### src/rtl/vector_op_sequencer.sv
// Single-issue sequencer for vector_element_alu: READ, EXEC and write-back, one command in flight.
// Latency: handshake c0, rf_re c1, alu_set c2, rf_we/done c3 (alu_en prompt), cmd_ready again c4.
// Backpressure: cmd_ready only in IDLE; optional perf counters under VSEQ_PERF_CNT_EN.
module vector_op_sequencer #(
  parameter int BITS     = 8,
  parameter int REG_AW   = 3,
  parameter int WAIT_MAX = 15
) (
  input  logic              clk,
  input  logic              rst_n,
  input  logic              cmd_valid,
  output logic              cmd_ready,
  input  logic [2:0]        cmd_op,
  input  logic [REG_AW-1:0] cmd_dst,
  input  logic [REG_AW-1:0] cmd_src_a,
  input  logic [REG_AW-1:0] cmd_src_b,
  input  logic              cmd_scalar_sel,
  input  logic [BITS-1:0]   cmd_scalar,
  output logic              rf_re,
  output logic [REG_AW-1:0] rf_ra_addr,
  output logic [REG_AW-1:0] rf_rb_addr,
  output logic [2:0]        alu_op_sel,
  output logic              alu_scalar_sel,
  output logic [BITS-1:0]   alu_scalar,
  output logic              alu_set,
  input  logic              alu_en,
  output logic              rf_we,
  output logic [REG_AW-1:0] rf_wa,
  output logic              busy,
  output logic              done,
  output logic              err,
  output logic [31:0]       perf_ops,
  output logic [31:0]       perf_busy
);

  localparam int CW = $clog2(WAIT_MAX + 1);

  typedef enum logic [1:0] {IDLE, READ, EXEC, WB} state_t;

  state_t            state_q, state_d;
  logic [2:0]        op_q, op_d;
  logic [REG_AW-1:0] dst_q, dst_d;
  logic [REG_AW-1:0] src_a_q, src_a_d;
  logic [REG_AW-1:0] src_b_q, src_b_d;
  logic              scalar_sel_q, scalar_sel_d;
  logic [BITS-1:0]   scalar_q, scalar_d;
  logic              err_q, err_d;
  logic [CW-1:0]     wait_cnt_q, wait_cnt_d;
  logic [CW-1:0]     wait_nx;

  assign wait_nx = wait_cnt_q + 1'b1;

  always_comb begin
    state_d      = state_q;
    op_d         = op_q;
    dst_d        = dst_q;
    src_a_d      = src_a_q;
    src_b_d      = src_b_q;
    scalar_sel_d = scalar_sel_q;
    scalar_d     = scalar_q;
    err_d        = err_q;
    wait_cnt_d   = wait_cnt_q;
    cmd_ready    = 1'b0;
    rf_re        = 1'b0;
    alu_set      = 1'b0;
    rf_we        = 1'b0;
    done         = 1'b0;
    case (state_q)
      IDLE: begin
        cmd_ready = 1'b1;
        if (cmd_valid) begin
          op_d         = cmd_op;
          dst_d        = cmd_dst;
          src_a_d      = cmd_src_a;
          src_b_d      = cmd_src_b;
          scalar_sel_d = cmd_scalar_sel;
          scalar_d     = cmd_scalar;
          err_d        = 1'b0;
          state_d      = READ;
        end
      end
      READ: begin
        rf_re   = 1'b1;
        state_d = EXEC;
      end
      EXEC: begin
        alu_set    = 1'b1;
        wait_cnt_d = '0;
        state_d    = WB;
      end
      WB: begin
        if (alu_en) begin
          rf_we   = 1'b1;
          done    = 1'b1;
          state_d = IDLE;
        end else begin
          wait_cnt_d = wait_nx;
          // Give up after WAIT_MAX idle WB cycles; nothing is written back.
          if (wait_nx == CW'(WAIT_MAX)) begin
            err_d   = 1'b1;
            state_d = IDLE;
          end
        end
      end
      default: state_d = IDLE;
    endcase
  end

  always_ff @(posedge clk or negedge rst_n) begin
    if (!rst_n) begin
      state_q      <= IDLE;
      op_q         <= '0;
      dst_q        <= '0;
      src_a_q      <= '0;
      src_b_q      <= '0;
      scalar_sel_q <= 1'b0;
      scalar_q     <= '0;
      err_q        <= 1'b0;
      wait_cnt_q   <= '0;
    end else begin
      state_q      <= state_d;
      op_q         <= op_d;
      dst_q        <= dst_d;
      src_a_q      <= src_a_d;
      src_b_q      <= src_b_d;
      scalar_sel_q <= scalar_sel_d;
      scalar_q     <= scalar_d;
      err_q        <= err_d;
      wait_cnt_q   <= wait_cnt_d;
    end
  end

  assign busy           = (state_q != IDLE);
  assign err            = err_q;
  assign rf_ra_addr     = src_a_q;
  assign rf_rb_addr     = src_b_q;
  assign rf_wa          = dst_q;
  assign alu_op_sel     = op_q;
  assign alu_scalar_sel = scalar_sel_q;
  assign alu_scalar     = scalar_q;

`ifdef VSEQ_PERF_CNT_EN
  logic [31:0] perf_ops_q, perf_ops_d;
  logic [31:0] perf_busy_q, perf_busy_d;

  always_comb begin
    perf_ops_d  = perf_ops_q;
    perf_busy_d = perf_busy_q;
    if (done && (perf_ops_q != 32'hFFFF_FFFF)) perf_ops_d = perf_ops_q + 32'd1;
    if (busy && (perf_busy_q != 32'hFFFF_FFFF)) perf_busy_d = perf_busy_q + 32'd1;
  end

  always_ff @(posedge clk or negedge rst_n) begin
    if (!rst_n) begin
      perf_ops_q  <= '0;
      perf_busy_q <= '0;
    end else begin
      perf_ops_q  <= perf_ops_d;
      perf_busy_q <= perf_busy_d;
    end
  end

  assign perf_ops  = perf_ops_q;
  assign perf_busy = perf_busy_q;
`else
  assign perf_ops  = 32'd0;
  assign perf_busy = 32'd0;
`endif

endmodule

### config.mk
export PLATFORM = sky130hd
export DESIGN_NAME = vector_op_sequencer
export DESIGN_NICKNAME = d
export VERILOG_FILES = /design/src/rtl/vector_op_sequencer.sv
export SDC_FILE = /design/constraint.sdc
export NUM_CORES = 1
export LEC_CHECK = 0
export ABC_AREA = 0
export BUFFER_PORTS_ARGS = -buffer_cell sky130_fd_sc_hd__buf_2
export CAP_MARGIN = 20
export CORE_MARGIN = 10
export CORE_UTILIZATION = 30
export CTS_BUF_LIST = sky130_fd_sc_hd__clkbuf_4
export CTS_CLUSTER_SIZE = 25
export DETAILED_ROUTE_END_ITERATION = 8
export GPL_TIMING_DRIVEN = 0
export MAX_ROUTING_LAYER = met4
export PLACE_DENSITY = 0.67
export SETUP_SLACK_MARGIN = 0.05
export SYNTH_ARGS = -nofsm -noshare
export SYNTH_HDL_FRONTEND = slang
export SYNTH_SLANG_ARGS = --single-unit
### constraint.sdc
create_clock -name clk -period 1.5 [get_ports clk]
set_input_delay 0.3 -clock clk [delete_from_list [all_inputs] [get_ports clk]]
set_output_delay 0.3 -clock clk [all_outputs]
set_load 0.02 [all_outputs]
==> flow_summary.toml, run 1 <==
[worst_setup_path]
cp_slowest_cell = "dfrtp_1"
max_stage_delay_ps = 420
path_cells = "ha_2 > and2_4 > buf_6 > buf_6"
path_delay_family = "flip-flops"
rrSetupSlack_ps = -100
critical_path.max_fanout = 3
worstPathRequired_ps = 1200
endpoint_kind = "primary output"
cp.buffers_inverters = 2
crit_type = "reg -> out"
crit_top_cell = "buf_6"
arrival_ps = 1310
crit_path_start_kind = "flip-flop"

[min_path]
hp-class = "in -> async"

[global_route]
grt_start_max_net_pins = 29
antenna_found_initial = 0
grt_pass1_vias = 1283
grt_pass1_wl_um = 6160
grt_overflow = 0
grtUsageTotal_pct = 8.55

[clock_tree]
htreeDepth = 1
hold_buffers = 0
cts_root_buffer = "clkbuf_4"
clock_path_buffers = 2
clk_latency_ps = 320
cts.sinks = 28
cts_tree = "done"
clk_pin_slew_ps = 150
cts_made_buffers = 3

[timing]
max_freq_mhz = 622
finalHoldViolCount = 28
rsz0062_at_grt = "true"
finClkSkew_ps = 1.93
worst_pin_slew_ps = 635
finalCritPeriodShare_pct = 107
period_needed_ps = 1610
hold-worst-slack_ps = -23.3
slew_headroom_pct = 57.7
final_max_slew_viol_count = 0
worst_slack_ps = -106
setup_violations = 16

[floorplan]
core_um2 = 5570
die_area_um2 = 9290
initial_core_util_pct = 31.4
die_w_um = 96.4
die_y_um = 96.4
rows = 27
ios = 117

[final_layout]
drive_gt1_share_pct = 58.9
area_growth_pct = 54.3
num-fill-cells = 529
mostFrequentLayoutCells = "buf_4 (74), conb_1 (64), buf_2 (47), dfrtp_1 (28), mux2_4 (20)"
nNetsFinal = 326
fin_util_pct = 48.4
layout_commonest_cell = "buf_4"

[synthesis]
netlist_area_um2 = 1750
synthDistinctLibCells = 23
synth_seq_cells = 28
yosysWarningCount = 0
netlist_instances = 159
syn_avg_cell_area_um2 = 11.0
seq_area_frac_synth_pct = 40.0

[power]
power_density_nw_per_um2 = 1640
irDropWorstVdd_v = 0.000704
total_power_mw = 4.44
leakage_nw = 1.57

[status]
violations = "negative hold slack, negative setup slack"
status = "finished, violations left"

[detailed_routing]
via_per_inst = 3.55
drt_iter0_drc = 27
drt.antenna.violating_nets = 0
wire_per_inst_um = 12.4
num_vias = 1297
drtPass1Iterations = 2
drc = 0
wirelength_um = 4510

[place]
routabilityCongestion = 0.768
place_hpwl_um = 3450
port_buffers = 52

[job]
drv_cap = 0
-- metal layers --
metal  part of all wire (%)  vias up  track usage [%]
met3                     13        2             3.78
met1                     37      580             9.38
li1                       -      649                -
met5                      0        -                -
met4                   0.47        0             2.18
met2                     50       66             14.0
-- kinds of logic (layout without fill, tap and decap cells) --
group / count (synthesis) / after routing / synth area share (%)
buffers and inverters: 72 / 142 / 30.0
DFF: 28 / 28 / 40.0
muxes: 23 / 23 / 14.7
and+or+nand+nor: 14 / 14 / 3.93
AOI/OAI and AO/OA: 9 / 9 / 3.57
adders and majority gates: 7 / 7 / 5.00
xor gates and xnor gates: 5 / 5 / 2.50
other: 1 / 65 / 0.214
-- worst paths after layout --
path	endpoint	start	cells after the start
hold / removal	state_q[0]$_DFFE_PN0P_	rst_n	1
hold reg to reg	rf_wa[1]$_DFFE_PN0P_	rf_wa[1]$_DFFE_PN0P_	1
max in group asynchronous	alu_scalar[0]$_DFFE_PN0P_	rst_n	1
setup reg to reg	state_q[1]$_DFFE_PN0P_	state_q[0]$_DFFE_PN0P_	6
min in group clk	rf_rb_addr[2]$_DFFE_PN0P_	cmd_src_b[2]	2
setup / recovery	rf_we	state_q[1]$_DFFE_PN0P_	4
-- synth_stat cells (all sizes together) --
library cell | count | area, um2
nand3 | 2 | 15.0
a21oi | 1 | 5.00
nand2 | 5 | 18.8
mux2 | 22 | 248
nand2b | 1 | 6.26
and2 | 1 | 7.51
mux2i | 1 | 10.0
a2111oi | 1 | 15.0
inv | 5 | 18.8
xnor2 | 2 | 17.5
buf | 66 | 493
clkbuf | 1 | 13.8
nor2b | 1 | 6.26
conb | 1 | 3.75
o22a | 1 | 8.76
xor2 | 3 | 26.3
nor2 | 4 | 15.0
dfrtp | 28 | 701
o21ai | 6 | 33.8
ha | 7 | 87.6
-- layout make-up --
| type | instances | area, um2 | area share (%) |
|---|---|---|---|
| diodes | 1 | 2.50 | 0.0927 |
| plain buffers | 67 | 522 | 19.3 |
| clock buffers | 3 | 22.5 | 0.834 |
| inverters | 5 | 28.8 | 1.07 |
| multi-input cells | 122 | 893 | 33.1 |
| flip-flops and latches | 28 | 701 | 25.9 |
| well taps | 72 | 90.1 | 3.34 |
| repair buffers | 67 | 440 | 16.3 |
-- where the power goes --
group          switching (mW)  internal, mW
sequential              0.188          1.09
clock                   0.214        0.0940
combinational            1.40          1.44
total                    1.80          2.63
-- flip-flops by register name, indices dropped and copies added (netlist names) --
register / flops
err: 1
alu_scalar_sel: 1
rf_wa: 3
rf_rb_addr: 3
alu_scalar: 8
state_q: 2
wait_cnt_q: 4
alu_op_sel: 3
rf_ra_addr: 3
-- through the flow --
stage | instance area, um2 | setup slack, ps | setup TNS, ps | std cells | hold WS [ps]
global route | 2700 | -163 | -1930 | 364 | 14.6
floorplan | 2010 | 49.2 | 0 | 222 | 4.41
finish | 2700 | -106 | -531 | 365 | -23.3
global placement | 2360 | -48.7 | -665 | 346 | 359
detailed placement | 2360 | -88.3 | -1280 | 346 | 369
CTS | 2520 | -113 | -698 | 358 | 1.69
-- repair_timing --
action	4_1_cts	5_1_grt
cloned	1	1
pin swaps	3	2
buffers inserted	8	5
setup endpoints to repair	27	29
resized for setup	24	30
Note: power is estimated with default switching activity, not from simulation.
==> run 2, diff against run 1 <==
Settings changed: CELL_PAD_IN_SITES_DETAIL_PLACEMENT set to 0, CELL_PAD_IN_SITES_GLOBAL_PLACEMENT set to 2, CORE_UTILIZATION 30 to 22, PLACE_DENSITY 0.67 to 0.83.
==> run 2 against run 1 <==
Net effect: the run ends with negative setup slack left; register-to-register slack improved by 50 ps; worst hold slack improved by 210 ps; global-route usage fell by 1.4 points; sequential share of layout area rose by 0.43 points; utilization fell by 14 points; combinational power fell by 16%; total power fell by 5.0%; sequential power barely moved; final cell count rose by 7.1%; non-clock buffer count fell by 4; sequential cell count did not move; critical path type unchanged; critical endpoint unchanged; largest cell class unchanged.
==> flow_summary.toml, run 2 (synthesis gave the netlist of run 1 again) <==
[status]
status = "finished, violations left"
violations = "negative setup slack"

[worst_setup_path]
critPathLaunch = "state_q[1]$_DFFE_PN0P_"
critical_path.max_fanout = 4
path_delay_family = "flip-flops"
cp_slowest_cell = "dfrtp_2"
rrSetupSlack_ps = -50
crit_end = "rf_we"
crit_path_start_kind = "flip-flop"
arrival_ps = 1350
max_stage_delay_ps = 480
r2r_start = "wait_cnt_q[0]$_DFFE_PN0P_"
worstPathRequired_ps = 1200
crit_top_cell = "buf_6"
path_cells = "ha_4 > and2_4 > buf_6 > buf_6"
cp.buffers_inverters = 2
ff2ff_path_depth = 6
crit_type = "reg -> out"
timing.rr.end = "err$_DFFE_PN0P_"
crit_cells = 4
endpoint_kind = "primary output"

[floorplan]
core_um2 = 7730
die_y_um = 109
die_w_um = 109
rows = 32
initial_core_util_pct = 22.7
die_area_um2 = 11900
ios = 117

[global_route]
grt_overflow = 0
antenna_found_initial = 0
grt_pass1_vias = 1362
grtUsageTotal_pct = 7.15
grt_pass1_wl_um = 6700
grt_start_max_net_pins = 29

[detailed_routing]
wirelength_um = 4480
drtPass1Iterations = 3
drt.antenna.violating_nets = 0
drc = 0
via_per_inst = 3.23
wire_per_inst_um = 11.5
num_vias = 1261
drt_iter0_drc = 26

[place]
dpl.cell_count = 376
placed_area_um2 = 2400
port_buffers = 52
place_hpwl_um = 3660
dpl_worst_slack_ps = -67.8
routabilityCongestion = 0.729

[final_layout]
layout_commonest_cell = "buf_4"
stdcell_count = 391
num-fill-cells = 788
nNetsFinal = 322
diodes = 0
largest_reg_flops = 8
area_growth_pct = 52.5
mostFrequentLayoutCells = "buf_4 (78), conb_1 (64), buf_2 (46), dfrtp_1 (25), mux2_2 (21)"
drive_gt1_share_pct = 59.5
final_cell_area_um2 = 2670

[clock_tree]
htreeDepth = 1
cts.sinks = 28
clk_latency_ps = 330
cts_made_buffers = 3
cts_root_buffer = "clkbuf_4"
clk_pin_slew_ps = 170
clock_path_buffers = 2
cts_tree = "done"

[power]
leakage_nw = 1.47
irDropWorstVdd_v = 0.000465
power_density_nw_per_um2 = 1580

[timing]
finalHoldViolCount = 0
rsz0062_at_grt = "true"
period_needed_ps = 1650
slew_headroom_pct = 55.7
final_max_slew_viol_count = 0
max_freq_mhz = 606
setup_violations = 8
finalCritPeriodShare_pct = 110
hold-worst-slack_ps = 182
worst_slack_ps = -151
worst_pin_slew_ps = 664
finClkSkew_ps = 7.85

[min_path]
hp-class = "in -> reg"

[job]
drv_cap = 0
run 2: cell types whose count changed in the layout (fill, tap and decap cells not counted), moves of 3 or more:
cell | previous run | this run
buf_4 | 74 | 78
buf_6 | 9 | 2
dfrtp_1 | 28 | 25
mux2_4 | 20 | 1
dfrtp_2 | 0 | 3
ha_2 | 3 | 0
mux2_2 | 2 | 21
run 2: routing by layer:
metal / up-vias / global-route usage (%) / share of wire, %
li1: 642 / - / -
met1: 543 / 8.70 / 43
met2: 72 / 10.9 / 44
met3: 4 / 2.60 / 12
met4: 0 / 2.04 / 1.0
met5: - / - / 0
run 2: layout make-up:
cell class	count	area, um2	share of cell area, %
Buffer	67	532	19.9
Clock buffer	3	22.5	0.843
Clock inverter	1	30.0	1.12
Inverter	5	18.8	0.703
Multi-Input combinational cell	122	851	31.9
Sequential cell	28	704	26.4
Tap cell	102	128	4.78
Timing Repair Buffer	63	384	14.4
run 2: worst min-delay path by stage:
| stage | start | to | slack [ps] | cells past startpoint |
|---|---|---|---|---|
| floorplan | rst_n | alu_op_sel[0]$_DFFE_PN0P_ | 4 | 0 |
| global placement | rst_n | wait_cnt_q[1]$_DFFE_PN0P_ | 380 | 1 |
| detailed placement | rst_n | wait_cnt_q[1]$_DFFE_PN0P_ | 380 | 1 |
| CTS | cmd_src_a[1] | rf_ra_addr[1]$_DFFE_PN0P_ | 170 | 2 |
| global route | cmd_op[1] | alu_op_sel[1]$_DFFE_PN0P_ | 140 | 2 |
| finish | cmd_src_a[1] | rf_ra_addr[1]$_DFFE_PN0P_ | 180 | 2 |
run 2: report_power, final:
group | total [mW] | internal, mW | leakage, nW | switching, mW
Clock | 0.513 | 0.270 | 0.0279 | 0.243
Sequential | 1.30 | 1.10 | 0.337 | 0.202
Combinational | 2.40 | 1.10 | 1.10 | 1.29
Total | 4.21 | 2.47 | 1.47 | 1.74
run 2: repair_timing:
| action | 4_1_cts | 5_1_grt |
|---|---|---|
| pin swaps | 3 | 5 |
| cloned | 1 | 0 |
| setup endpoints to repair | 28 | 28 |
| hold buffers | 1 | 0 |
| buffers inserted | 5 | 4 |
| endpoints found under the hold margin | 28 | 0 |
| resized for setup | 21 | 9 |
run 2: metrics by stage:
stage	setup TNS [ps]	power (mW)	utilization [%]
2_1_floorplan	0	2.78	-
3_3_place_gp	-306	3.36	31.0
3_5_place_dp	-818	3.41	31.0
4_1_cts	-729	4.20	33.6
5_1_grt	-1210	4.52	34.6
6_report	-563	4.21	34.6
==> run 3, diff against run 2 <==
Settings changed: CELL_PAD_IN_SITES_DETAIL_PLACEMENT 0 to 2.
==> run 3 against run 2 <==
Net effect: the run still ends with negative setup slack left; worst hold slack lost 7.0 ps; non-clock buffer count grew 4; register-to-register slack lost 100 ps; critical path depth is the same; cell area grew 3.1%; first-iteration DRC count shrank 58%; global-route usage grew 2.2 points; combinational power grew 19%; worst setup slack lost 27 ps; via count grew 11%; clock power grew 3%; maximum frequency shrank 1.6%.
==> flow_summary.toml, run 3 (synthesis gave the netlist of run 1 again) <==
[worst_setup_path]
endpoint_kind = "primary output"
rrSetupSlack_ps = -150
cp_slowest_cell = "dfrtp_1"
path_cells = "ha_4 > and2_4 > buf_6 > buf_6"
worstPathRequired_ps = 1200
crit_top_cell = "buf_6"
critical_path.max_fanout = 3
timing.rr.end = "state_q[1]$_DFFE_PN0P_"
max_stage_delay_ps = 470
r2r_start = "state_q[0]$_DFFE_PN0P_"
critPathLaunch = "state_q[0]$_DFFE_PN0P_"
ff2ff_path_depth = 6
arrival_ps = 1380
crit_end = "rf_we"
crit_path_start_kind = "flip-flop"
crit_type = "reg -> out"

[global_route]
grt_pass1_vias = 1626
grt_overflow = 0
grt_start_max_net_pins = 29
grtUsageTotal_pct = 9.30
antenna_found_initial = 0
grt_pass1_wl_um = 8540

[timing]
slew_headroom_pct = 55.0
finClkSkew_ps = 14.4
finalHoldViolCount = 0
setup_violations = 27
rsz0062_at_grt = "true"
max_freq_mhz = 596
final_max_slew_viol_count = 0
finalCritPeriodShare_pct = 112
worst_slack_ps = -178
worst_pin_slew_ps = 675
period_needed_ps = 1680

[floorplan]
ios = 117
die_w_um = 109
rows = 32
die_y_um = 109
core_um2 = 7730
die_area_um2 = 11900
initial_core_util_pct = 22.7

[clock_tree]
htreeDepth = 1
cts_tree = "done"
cts_made_buffers = 3
cts.sinks = 28
cts_root_buffer = "clkbuf_4"
clk_latency_ps = 350
clock_path_buffers = 2
clk_pin_slew_ps = 180

[status]
status = "finished, violations left"
violations = "negative setup slack"

[detailed_routing]
num_vias = 1397
via_per_inst = 3.54
wire_per_inst_um = 14.6
drc = 0
wirelength_um = 5770
drt_iter0_drc = 11
drt.antenna.violating_nets = 0
drtPass1Iterations = 3

[power]
power_density_nw_per_um2 = 1700
leakage_nw = 1.52
irDropWorstVdd_v = 0.000373

[job]
drv_cap = 0

[place]
place_hpwl_um = 4550
placed_area_um2 = 2400
dpl.cell_count = 376
port_buffers = 52
routabilityCongestion = 0.729
dpl_worst_slack_ps = -101

[final_layout]
mostFrequentLayoutCells = "buf_4 (74), conb_1 (64), buf_2 (46), dfrtp_1 (28), mux2_2 (16)"
num-fill-cells = 885
layout_commonest_cell = "buf_4"
largest_reg_flops = 8
diodes = 0
drive_gt1_share_pct = 59.4
area_growth_pct = 57.3
stdcell_count = 395
nNetsFinal = 326
final_cell_area_um2 = 2750

[min_path]
hp-class = "in -> reg"
[run 3: worst max-delay path, delay by kind of cell (launching register included)]
kind | cells | cell delay [ps]
DFF | 1 | 470
and+or+nand+nor | 1 | 150
buffers and inverters | 2 | 230
adders and majority gates | 1 | 180
[run 3: area by class of cell]
| type | instances | area, um2 | share of cell area, % |
|---|---|---|---|
| plain buffers | 67 | 532 | 19.3 |
| clock buffers | 3 | 22.5 | 0.818 |
| clock inverters | 1 | 30.0 | 1.09 |
| inverters | 5 | 30.0 | 1.09 |
| multi-input cells | 122 | 867 | 31.5 |
| flip-flops and latches | 28 | 701 | 25.4 |
| well taps | 102 | 128 | 4.63 |
| repair buffers | 67 | 444 | 16.1 |
[run 3: power by group]
part | internal, mW | total (mW) | switching, mW
Combinational | 1.38 | 2.86 | 1.48
Sequential | 1.09 | 1.30 | 0.206
Clock | 0.270 | 0.528 | 0.258
[run 3: timing repair]
action / 4_1_cts / 5_1_grt
endpoints found under the setup margin: 28 / 32
buffers inserted: 9 / 4
hold endpoints to repair: 28 / 0
resized for setup: 37 / 9
hold buffers: 1 / 0
pin swaps: 4 / 0
cloned: 1 / 0
[run 3: how the worst min path moves through the flow]
stage | start | to | slack [ps] | depth (start not counted)
2_1_floorplan | rst_n | alu_op_sel[0]$_DFFE_PN0P_ | 4 | 0
5_1_grt | cmd_scalar_sel | alu_scalar_sel$_DFFE_PN0P_ | 140 | 2
4_1_cts | cmd_scalar[3] | alu_scalar[3]$_DFFE_PN0P_ | 160 | 2
6_report | cmd_scalar[3] | alu_scalar[3]$_DFFE_PN0P_ | 170 | 2
3_3_place_gp | rst_n | wait_cnt_q[1]$_DFFE_PN0P_ | 380 | 1
3_5_place_dp | rst_n | wait_cnt_q[0]$_DFFE_PN0P_ | 380 | 1
[run 3: metrics by stage]
step | utilization, % | hold slack, ps | power [mW] | setup TNS [ps]
final | 35.6 | 175 | 4.68 | -1710
after global routing | 35.6 | 144 | 5.00 | -3350
after CTS | 34.8 | 164 | 4.57 | -1640
after detailed placement | 31.0 | 379 | 3.47 | -1210
after global placement | 31.0 | 376 | 3.36 | -306
after floorplan | - | 4.41 | 2.78 | 0
[run 3: layer usage]
| metal | track usage [%] | part of all wire (%) |
|---|---|---|
| met2 | 16.1 | 50 |
| met4 | 2.23 | 0.42 |
| met3 | 2.71 | 7.9 |
| met5 | - | 0 |
| met1 | 10.3 | 41 |
